==> src/rtl/dmem_lsu_pkg.sv <==
// Shared types and lane helpers for the data-memory load/store unit.
package dmem_lsu_pkg;

  localparam int unsigned LSU_ADDR_W = 12;
  localparam int unsigned LSU_DATA_W = 32;

  localparam logic [1:0] SZ_BYTE = 2'b00;
  localparam logic [1:0] SZ_HALF = 2'b01;
  localparam logic [1:0] SZ_WORD = 2'b10;
  localparam logic [1:0] SZ_RSVD = 2'b11;

  typedef enum logic [1:0] {
    ST_IDLE    = 2'd0,
    ST_LD_WAIT = 2'd1,
    ST_RMW_WR  = 2'd2,
    ST_DONE    = 2'd3
  } state_e;

  // Replace the addressed lane(s) of word with the right-justified store data.
  function automatic logic [31:0] lane_merge(input logic [31:0] word,
                                             input logic [31:0] data,
                                             input logic [1:0]  size,
                                             input logic [1:0]  off);
    logic [31:0] r;
    r = word;
    case (size)
      SZ_BYTE: r[{off, 3'b000} +: 8]     = data[7:0];
      SZ_HALF: r[{off[1], 4'b0000} +: 16] = data[15:0];
      default: r = data;
    endcase
    return r;
  endfunction

  // Pull the addressed lane out of word and sign- or zero-extend it.
  function automatic logic [31:0] lane_extract(input logic [31:0] word,
                                               input logic [1:0]  size,
                                               input logic [1:0]  off,
                                               input logic        uns);
    logic [7:0]  b;
    logic [15:0] h;
    logic [31:0] r;
    b = word[{off, 3'b000} +: 8];
    h = word[{off[1], 4'b0000} +: 16];
    case (size)
      SZ_BYTE: r = uns ? {24'h000000, b} : {{24{b[7]}}, b};
      SZ_HALF: r = uns ? {16'h0000, h}   : {{16{h[15]}}, h};
      default: r = word;
    endcase
    return r;
  endfunction

endpackage

==> src/rtl/dmem_lsu.sv <==
// Load/store initiator between execute and a word-wide synchronous data memory.
// Optional alignment checking is enabled by defining LSU_ALIGN_CHECK_EN.
module dmem_lsu
  import dmem_lsu_pkg::*;
#(
  parameter int unsigned ADDR_W = LSU_ADDR_W,
  parameter int unsigned DATA_W = LSU_DATA_W
) (
  input  logic              clk,
  input  logic              rst,
  input  logic              req,
  input  logic              we,
  input  logic [1:0]        size,
  input  logic              uns,
  input  logic [ADDR_W-1:0] addr,
  input  logic [DATA_W-1:0] wdata,
  output logic              ready,
  output logic              done,
  output logic [DATA_W-1:0] rdata,
  output logic              err,
  output logic              mem_rena,
  output logic              mem_wena,
  output logic [ADDR_W-3:0] mem_addr,
  output logic [DATA_W-1:0] mem_wdata,
  input  logic [DATA_W-1:0] mem_rdata
);

  state_e              state_q, state_d;
  logic                we_q, we_d;
  logic [1:0]          size_q, size_d;
  logic                uns_q, uns_d;
  logic [ADDR_W-1:0]   addr_q, addr_d;
  logic [DATA_W-1:0]   wdata_q, wdata_d;
  logic [DATA_W-1:0]   rdata_q, rdata_d;
  logic                ready_q, ready_d;
  logic                done_q, done_d;
  logic                err_q, err_d;
  logic [1:0]          size_eff_c;
  logic                misalign_c;

  assign size_eff_c = (size == SZ_RSVD) ? SZ_WORD : size;

`ifdef LSU_ALIGN_CHECK_EN
  assign misalign_c = ((size == SZ_HALF) && addr[0])
                   || ((size == SZ_WORD) && (addr[1:0] != 2'b00))
                   || (size == SZ_RSVD);
`else
  assign misalign_c = 1'b0;
`endif

  // Next state, request latches and memory drive; IDLE uses live inputs.
  always_comb begin
    state_d   = state_q;
    we_d      = we_q;
    size_d    = size_q;
    uns_d     = uns_q;
    addr_d    = addr_q;
    wdata_d   = wdata_q;
    rdata_d   = rdata_q;
    err_d     = 1'b0;
    mem_rena  = 1'b0;
    mem_wena  = 1'b0;
    mem_addr  = addr_q[ADDR_W-1:2];
    mem_wdata = wdata_q;

    unique case (state_q)
      ST_IDLE: begin
        mem_addr  = addr[ADDR_W-1:2];
        mem_wdata = wdata;
        if (req) begin
          we_d    = we;
          size_d  = size_eff_c;
          uns_d   = uns;
          addr_d  = addr;
          wdata_d = wdata;
          if (misalign_c) begin
            err_d   = 1'b1;
            state_d = ST_DONE;
          end else if (we && (size_eff_c == SZ_WORD)) begin
            mem_wena = 1'b1;
            state_d  = ST_DONE;
          end else begin
            mem_rena = 1'b1;
            state_d  = we ? ST_RMW_WR : ST_LD_WAIT;
          end
        end
      end
      ST_LD_WAIT: begin
        if (!we_q) begin
          rdata_d = lane_extract(mem_rdata, size_q, addr_q[1:0], uns_q);
        end
        state_d = ST_DONE;
      end
      ST_RMW_WR: begin
        mem_wena  = 1'b1;
        mem_wdata = lane_merge(mem_rdata, wdata_q, size_q, addr_q[1:0]);
        state_d   = ST_DONE;
      end
      ST_DONE: begin
        state_d = ST_IDLE;
      end
    endcase

    // Reset aborts the access: no memory strobe may escape in that cycle.
    if (rst) begin
      mem_rena = 1'b0;
      mem_wena = 1'b0;
    end

    done_d  = (state_d == ST_DONE);
    ready_d = (state_d == ST_IDLE);
  end

  always_ff @(posedge clk) begin
    if (rst) begin
      state_q <= ST_IDLE;
      we_q    <= 1'b0;
      size_q  <= 2'b00;
      uns_q   <= 1'b0;
      addr_q  <= '0;
      wdata_q <= '0;
      rdata_q <= '0;
      ready_q <= 1'b1;
      done_q  <= 1'b0;
      err_q   <= 1'b0;
    end else begin
      state_q <= state_d;
      we_q    <= we_d;
      size_q  <= size_d;
      uns_q   <= uns_d;
      addr_q  <= addr_d;
      wdata_q <= wdata_d;
      rdata_q <= rdata_d;
      ready_q <= ready_d;
      done_q  <= done_d;
      err_q   <= err_d;
    end
  end

  assign ready = ready_q;
  assign done  = done_q;
  assign rdata = rdata_q;
  assign err   = err_q;

endmodule

==> config.mk <==
export PLATFORM = sky130hd
export DESIGN_NAME = dmem_lsu
export DESIGN_NICKNAME = d
export VERILOG_FILES = /design/src/rtl/dmem_lsu_pkg.sv /design/src/rtl/dmem_lsu.sv
export SDC_FILE = /design/constraint.sdc
export NUM_CORES = 1
export LEC_CHECK = 0
export ABC_AREA = 0
export CAP_MARGIN = 20
export CORE_MARGIN = 2
export CORE_UTILIZATION = 36
export CTS_CLUSTER_SIZE = 14
export DETAILED_ROUTE_END_ITERATION = 12
export PLACE_DENSITY = 0.74
export SKIP_CTS_REPAIR_TIMING = 1
export SLEW_MARGIN = 25
export SYNTH_ARGS = -nofsm -noshare
export SYNTH_HDL_FRONTEND = slang
export SYNTH_SLANG_ARGS = --single-unit
==> constraint.sdc <==
create_clock -name clk -period 3.12 [get_ports clk]
set_clock_uncertainty 0.05 [all_clocks]
set_input_delay 0.936 -clock clk [delete_from_list [all_inputs] [get_ports clk]]
set_output_delay 0.936 -clock clk [all_outputs]
set_load 0.02 [all_outputs]
Yosys cells after proc, flatten, opt, wreduce, memory -nomap -nowiden
Index checks and enable logic that the tools add are counted.
{"block": "word_totals", "output_inout_bits": 79, "wordCells": 53, "register_bits": 84, "mem_bits_ro": 0, "ram_bits": 0, "latchBits": 0, "mem_count": 0}
{"block": "classes", "addsub": 2, "bitwise": 1, "order_cmp": 0, "div_mod_pow": 0, "n_mux": 21, "n_eq_ne": 7, "n_mul": 0, "reduce_logical": 7, "shift": 6}
{"op": "case mux 32 bit (2 select lines)", "count": 3}
{"op": "bitwise mux 32 bit", "count": 2}
{"op": "2-to-1 mux 32 bit", "count": 2}
{"op": "variable shift 16 x 7 -> 32 bit (first input constant)", "count": 1}
{"op": "variable shift 8 x 7 -> 32 bit (first input constant)", "count": 1}
{"op": "variable part select 16 x 7 -> 32 bit", "count": 1}
{"op": "variable part select 32 x 6 -> 16 bit", "count": 1}
{"op": "variable part select 32 x 6 -> 8 bit", "count": 1}
{"op": "variable part select 8 x 7 -> 32 bit", "count": 1}
{"op": "negator 5 -> 7 bit", "count": 2}
{"op": "== test 2 bit (second input constant)", "count": 5}
{"op": "2-to-1 mux 10 bit", "count": 1}
{"op": "2-to-1 mux 2 bit", "count": 4}
{"op": "2-to-1 mux 1 bit", "count": 7}
{"op": "logical NOT 2 bit", "count": 3}
{"op": "case mux 2 bit (3 select lines)", "count": 1}
{"op": "== test 2 x 1 -> 1 bit (second input constant)", "count": 2}
{"op": "AND reduction 2 bit", "count": 2}
{"op": "case mux 1 bit (2 select lines)", "count": 1}
{"op": "OR reduction 2 bit", "count": 1}
{"op": "logical AND 1 bit", "count": 1}
{"op": "NOT 1 bit", "count": 1}

Logic depth before layout (Yosys ltp)
Gate-level depths: netlist of the first run.
{"block": "logic_depth", "ltp_word": 8, "mapped_depth": 8, "mapped_depth_nobuf": 6}

Least setup slack after synthesis of the first run
OpenSTA, ideal clock, no wires.
{"block": "synth_timing", "path_type": "reg-to-output", "startpoint": "register addr_q[1]", "endpoint": "output port mem_wdata[16]", "setup_slack_ps": 14, "path_buffers": 1, "arrival_ps": 2120, "path_stages_with_launch": 8, "cell_sequence": "dfxtp_1 buf_2 inv_2 ha_1 nand2_1 nor4_2 a21oi_1 o21ai_0"}
{"block": "synth_between", "elab_chain_len": 5}
{"item": "start: declaration", "line": "dmem_lsu.sv:32", "rtl": "logic [ADDR_W-1:0] addr_q, addr_d;"}
{"item": "start signal: assignment", "line": "dmem_lsu.sv:131", "rtl": "addr_q <= addr_d;"}
{"item": "negator 5 -> 7 bit (on tied branches)", "line": "dmem_lsu_pkg.sv:28, dmem_lsu_pkg.sv:27"}
{"item": "variable part select 16 x 7 -> 32 bit (tied with other cells)", "line": "dmem_lsu_pkg.sv:28", "rtl": "SZ_HALF: r[{off[1], 4'b0000} +: 16] = data[15:0];"}
{"item": "bitwise mux 32 bit (on tied branches)", "line": "dmem_lsu_pkg.sv:28, dmem_lsu_pkg.sv:27"}
{"item": "case mux 32 bit (2 select lines) *", "line": "dmem_lsu_pkg.sv:26", "rtl": "case (size)"}
{"item": "case mux 32 bit (2 select lines) *", "line": "dmem_lsu.sv:66", "rtl": "unique case (state_q)"}
{"item": "end: declaration", "line": "dmem_lsu.sv:24", "rtl": "output logic [DATA_W-1:0] mem_wdata,"}
Mark *: on every way between the ends. The rest lies on a longest branch, timed or not.

Worst setup path in the final report of the first run
{"block": "layout_timing", "startpoint": "input port mem_rdata[10]", "endpoint": "output port mem_wdata[10]"}
{"block": "layout_between", "elab_chain_len": 3}
{"item": "start: declaration", "line": "dmem_lsu.sv:25", "rtl": "input logic [DATA_W-1:0] mem_rdata"}
{"item": "bitwise mux 32 bit (on tied branches)", "line": "dmem_lsu_pkg.sv:28, dmem_lsu_pkg.sv:27"}
{"item": "case mux 32 bit (2 select lines) *", "line": "dmem_lsu_pkg.sv:26"}
{"item": "case mux 32 bit (2 select lines) *", "line": "dmem_lsu.sv:66"}
Marks and branches as above.

==> results of run 1 <==
-- cells in the final DEF, fill, tap and decap left out, types with 7 or more instances in the layout --
| cell type | instances |
|---|---|
| a211oi_1 | 32 |
| a21oi_1 | 82 |
| a221oi_1 | 9 |
| a222oi_1 | 23 |
| a32oi_1 | 7 |
| buf_4 | 94 |
| clkbuf_16 | 9 |
| clkbuf_2 | 7 |
| clkdlybuf4s50_1 | 91 |
| dfxtp_1 | 80 |
| dlymetal6s2s_1 | 47 |
| mux2_2 | 30 |
| nand2_1 | 140 |
| nand3b_1 | 7 |
| nor2_1 | 34 |
| nor2b_1 | 19 |
| nor3b_1 | 9 |
| o21ai_0 | 8 |
| o21ai_1 | 24 |
| o221ai_1 | 9 |
-- area by class of cell --
type	instances	area share (%)
timing repair buffer	250	30.8
clock buffer	10	3.11
sequential	84	22.0
multi-input combinational	485	40.0
clock inverter	6	0.928
inverter	6	0.326
tap	176	2.87
-- metrics by stage --
step	worst slack [ps]	TNS, ps	total power, mW	area, sq um	utilization, %
finish	22.9	0	5.12	7680	57.8
global route	-50.6	-160	5.36	7680	57.8
CTS	-658	-17930	5.10	7460	56.1
detailed placement	-660	-14290	3.97	7150	53.8
global placement	-643	-14290	3.95	7150	53.8
floorplan	14.0	0	2.79	4910	-
-- critical path: cells and delay by family --
kind / cells / cell delay (ps)
AO/OA/AOI/OAI: 2 / 480
buffers and inverters: 3 / 690
-- sequential cells by signal, indices dropped and copies added (netlist names) --
register	flops
addr_q	12
done	1
wdata_q	32
size_q	2
ready	1
rdata	32
we_q	1
state_q	2
uns_q	1
-- report_power, final --
part	total (mW)	leakage, nW	internal (mW)	switching [mW]
Combinational	2.59	2.44	1.15	1.44
Sequential	1.39	0.691	1.26	0.135
Clock	1.13	0.151	0.651	0.478
-- path summary, 6_finish.rpt --
path	startpoint	endpoint	slack, ps	depth (start not counted)
max	mem_rdata[10]	mem_wdata[10]	20	5
min	wdata_q[30]$_SDFFE_PP0P_	wdata_q[30]$_SDFFE_PP0P_	400	2
max reg2reg	addr_q[1]$_SDFFE_PP0P_	rdata[30]$_SDFFE_PP0P_	1080	7
min reg2reg	wdata_q[30]$_SDFFE_PP0P_	wdata_q[30]$_SDFFE_PP0P_	400	2
-- logic make-up (layout without fill, tap and decap cells) --
| kind of cell | Yosys count | count (layout) |
|---|---|---|
| compound gates | 205 | 205 |
| fa+ha+maj | 8 | 8 |
| buf+inv | 57 | 272 |
| flops | 84 | 84 |
| mux | 35 | 35 |
| other cells | 1 | 1 |
| simple gates | 236 | 236 |
-- layer usage --
layer / routed length [um] / GRT usage (%) / vias to the layer above
met4: 779 / 11.5 / 0
met1: 8070 / 35.0 / 2721
met5: 0 / 0 / -
li1: - / - / 2708
met3: 1910 / 5.94 / 59
met2: 8650 / 39.2 / 346
==> flow_summary.ini, run 1 <==
[clock_tree]
numCtsBuffers = 9
h-tree-depth = 3
cts_buffer_depth = 2
clock-sinks = 84
cts_tree = built
clk_pin_slew_ps = 60
worstSkewPairLatency_ps = 350
cts_root_buf = clkbuf_16

[cells_and_area]
seq_area_sq_um = 1690
layout-drive-gt1-share_pct = 22.6
area_growth_syn_to_layout_pct = 56.5
fillers = 1216
fin_nets = 927
multiInputGateArea_sq_um = 3070
n_antenna_cell = 0
stdcell_count = 1017

[timing]
fin_crit_sh_pct = 99.3
slew_headroom_pct = 63.0
setup_violations = 0
worst_pin_slew_ps = 555
grt_setup_unrepaired = yes
post-route-min-period_ps = 3100
timing.hold.ws_ps = 405
max_freq_mhz = 323
hold_viol = 0
drv_slew = 0

[yosys]
synth_mux_area_share_pct = 8.00
synth_edf_count = 0
ys_async_sr_fraction_pct = 0
synth_area_leaders = dfxtp_1 (34%), nand2_1 (11%), a21oi_1 (8.4%), mux2_2 (6.9%), a211oi_1 (4.9%)
synth_compound_area_share_pct = 28.1
synth.distinct_cells = 47
yosys_warnings = 0
ys_ff_latch = 84
syn_inst = 626
synthTopCellsByCount = nand2_1 (140), dfxtp_1 (84), a21oi_1 (82)
syn_nets = 717
synthAdderAreaFrac_pct = 2.04
synth_top_family_by_area = compound AO/OA/AOI/OAI gates
synthSimpleGateAreaFrac_pct = 22.7
synthDominantCellAreaShare_pct = 34.3
synth-seq-area-share_pct = 34.3
synth.avg_cell_area_sq_um = 7.84
yosysTopAreaCell = dfxtp_1
netlist_area_sq_um = 4910
synth_ff_type = dfxtp_1
post-synth-top-count-cell = nand2_1
yosys.area_share.xor_xnor_pct = 0

[grt]
gr-total-overflow = 0
antenna_found_initial = 0
grt_pass1_wl_mm = 29.4
grt_max_degree = 49
grt_pass1_vias = 5503
grt_util_all_layers_pct = 25.9

[setup_path]
crit_arrival_ps = 2110
path_cells = clkdlybuf4s50_1 > inv_2 > o41ai_4 > a221o_1 > buf_4
critPathCaptureType = primary output
cpMaxStageDelayCell = clkdlybuf4s50_1
worst-path-max-fanout = 3
critical_path.max_stage_delay_ps = 470
required_ps = 2130
critical_path.startpoint_type = primary input
worstSetupPathType = in2out

[worst_hold_path]
hold_class = reg2reg

[placed_design]
place_inst = 994
place_congestion = 0.932
port_buffers = 160
post-dp-hpwl_mm = 14.0

[run]
maxCapViolCount = 0

[floorplanning]
die_w_um = 121
pin_count = 162
die_area_sq_um = 14600
rows = 42
initial_core_util_pct = 36.9
core_area_sq_um = 13300
dieHeight_um = 121

[routing]
num_vias = 5834
wl_per_cell_um = 19.1
via_per_inst = 5.74
postRouteAntennaNets = 0
drc = 0
first_pass_iters = 9
drtIter0Drc = 1009
routed_wl_mm = 19.4

[power_and_ir_drop]
power.leakage_nw = 3.28
ir_worst_vdd_uv = 348
p_per_area_nw_per_um2 = 666

[status]
status = completed
(Power assumes the default switching activity.)
==> run 2, diff against run 1 <==
--- a/config.mk
+++ b/config.mk
@@ -11,7 +11,7 @@
 export CORE_UTILIZATION = 36
 export CTS_CLUSTER_SIZE = 14
 export DETAILED_ROUTE_END_ITERATION = 12
-export PLACE_DENSITY = 0.74
+export PLACE_DENSITY = 0.72
 export SKIP_CTS_REPAIR_TIMING = 1
 export SLEW_MARGIN = 25
 export SYNTH_ARGS = -nofsm -noshare
==> run 2 against run 1 <==
Compared with the run above: count of clock-buffer cells in the layout unchanged; non-clock buffer count decreased by 7; critical path depth increased by 1; maximum frequency decreased by 1.7%; first-iteration DRC count decreased by 34%; die area unchanged; the flow now finishes with violations (setup timing); sequential share of layout area increased by 0.17 points; sequential power about the same; largest power group unchanged; global-route usage increased by 0.67 points; via count decreased by 2.5%; worst hold slack got worse by 1.4 ps.
==> flow_summary.ini, run 2 (synthesis results as in run 1) <==
[status]
status = complete, but fails checks
violations = setup timing

[timing]
slew_headroom_pct = 51.0
drv_slew = 0
post-route-min-period_ps = 3150
fin_crit_sh_pct = 101
worst_pin_slew_ps = 731
grt_setup_unrepaired = yes
max_freq_mhz = 317
setup_ws_ps = -31.5
hold_viol = 0
setup_violations = 1

[placed_design]
place_inst = 991
pre_cts_ws_ps = -668
dpl-instance-area_sq_um = 7150
port_buffers = 160
post-dp-hpwl_mm = 14.2
place_congestion = 0.957

[cells_and_area]
final_util_pct = 57.3
final_common_cell = nand2_1
layout-drive-gt1-share_pct = 22.7
fillers = 1215
n_antenna_cell = 0
area_growth_syn_to_layout_pct = 55.2
stdcell_count = 1010
final_cell_mix = nand2_1 (140), clkdlybuf4s50_1 (92), buf_4 (87)
fin_nets = 920
final_area_sq_um = 7620

[setup_path]
worstSetupPathType = in2out
critPathCaptureType = primary output
worst-path-max-fanout = 2
required_ps = 2130
crit_arrival_ps = 2170
critical_path.startpoint_type = primary input

[routing]
via_per_inst = 5.63
wl_per_cell_um = 19.4
drtIter0Drc = 667
num_vias = 5690
routed_wl_mm = 19.6
postRouteAntennaNets = 0
first_pass_iters = 8
drc = 0

[floorplanning]
die_area_sq_um = 14600
core_area_sq_um = 13300
initial_core_util_pct = 36.9
pin_count = 162
rows = 42
dieHeight_um = 121
die_w_um = 121

[grt]
antenna_found_initial = 0
grt_util_all_layers_pct = 26.5
gr-total-overflow = 0
grt_pass1_wl_mm = 30.0
grt_pass1_vias = 5496
grt_max_degree = 49

[power_and_ir_drop]
p_per_area_nw_per_um2 = 683
power.leakage_nw = 3.18
ir_worst_vdd_uv = 515

[clock_tree]
clock-sinks = 84
worstSkewPairLatency_ps = 350
numCtsBuffers = 9
clk_pin_slew_ps = 60
cts_buffer_depth = 2
cts_root_buf = clkbuf_16
cts_tree = built
h-tree-depth = 3

[run]
maxCapViolCount = 0

[worst_hold_path]
hold_class = reg2reg
[run 2: power breakdown]
group,switching (mW),internal [mW]
logic,1.44,1.15
registers,0.141,1.26
clock network,0.474,0.732
[run 2: critical path, stage by stage]
cell,delay [ps]
clkdlybuf4s50_1,410
inv_1,120
o41ai_2,70
buf_4,150
a221o_1,330
buf_6,150
[run 2: final timing paths]
path,from,end,slack (ps),depth (start not counted)
hold / removal,wdata_q[26]$_SDFFE_PP0P_,wdata_q[26]$_SDFFE_PP0P_,400,2
setup / recovery,mem_rdata[10],mem_wdata[10],-30,6
hold reg to reg,wdata_q[26]$_SDFFE_PP0P_,wdata_q[26]$_SDFFE_PP0P_,400,2
setup reg to reg,addr_q[1]$_SDFFE_PP0P_,rdata[17]$_SDFFE_PP0P_,1030,7
[run 2: per-layer routing]
layer	vias up	wire length, um	share of wire (%)	GRT usage [%]
li1	2687	-	-	-
met1	2676	8410	43	35.4
met2	297	9040	46	42.4
met3	30	1740	8.9	6.32
met4	0	449	2.3	7.99
met5	-	0	0	0
[run 2: metrics by stage]
step	hold WS [ps]	total power, mW	TNS, ps
final	403	5.20	-31.5
after global routing	423	5.46	-195
after CTS	407	5.19	-16280
after detailed placement	398	3.97	-14690
after global placement	391	3.95	-14520
after floorplan	384	2.79	0
[run 2: area by class of cell]
class / count / area [sq um] / share of cell area [%]
multi-input cells: 485 / 3080 / 40.5
repair buffers: 243 / 2270 / 29.8
flip-flops and latches: 84 / 1690 / 22.1
clock buffers: 10 / 239 / 3.14
well taps: 176 / 220 / 2.89
clock inverters: 6 / 93.8 / 1.23
inverters: 6 / 22.5 / 0.296
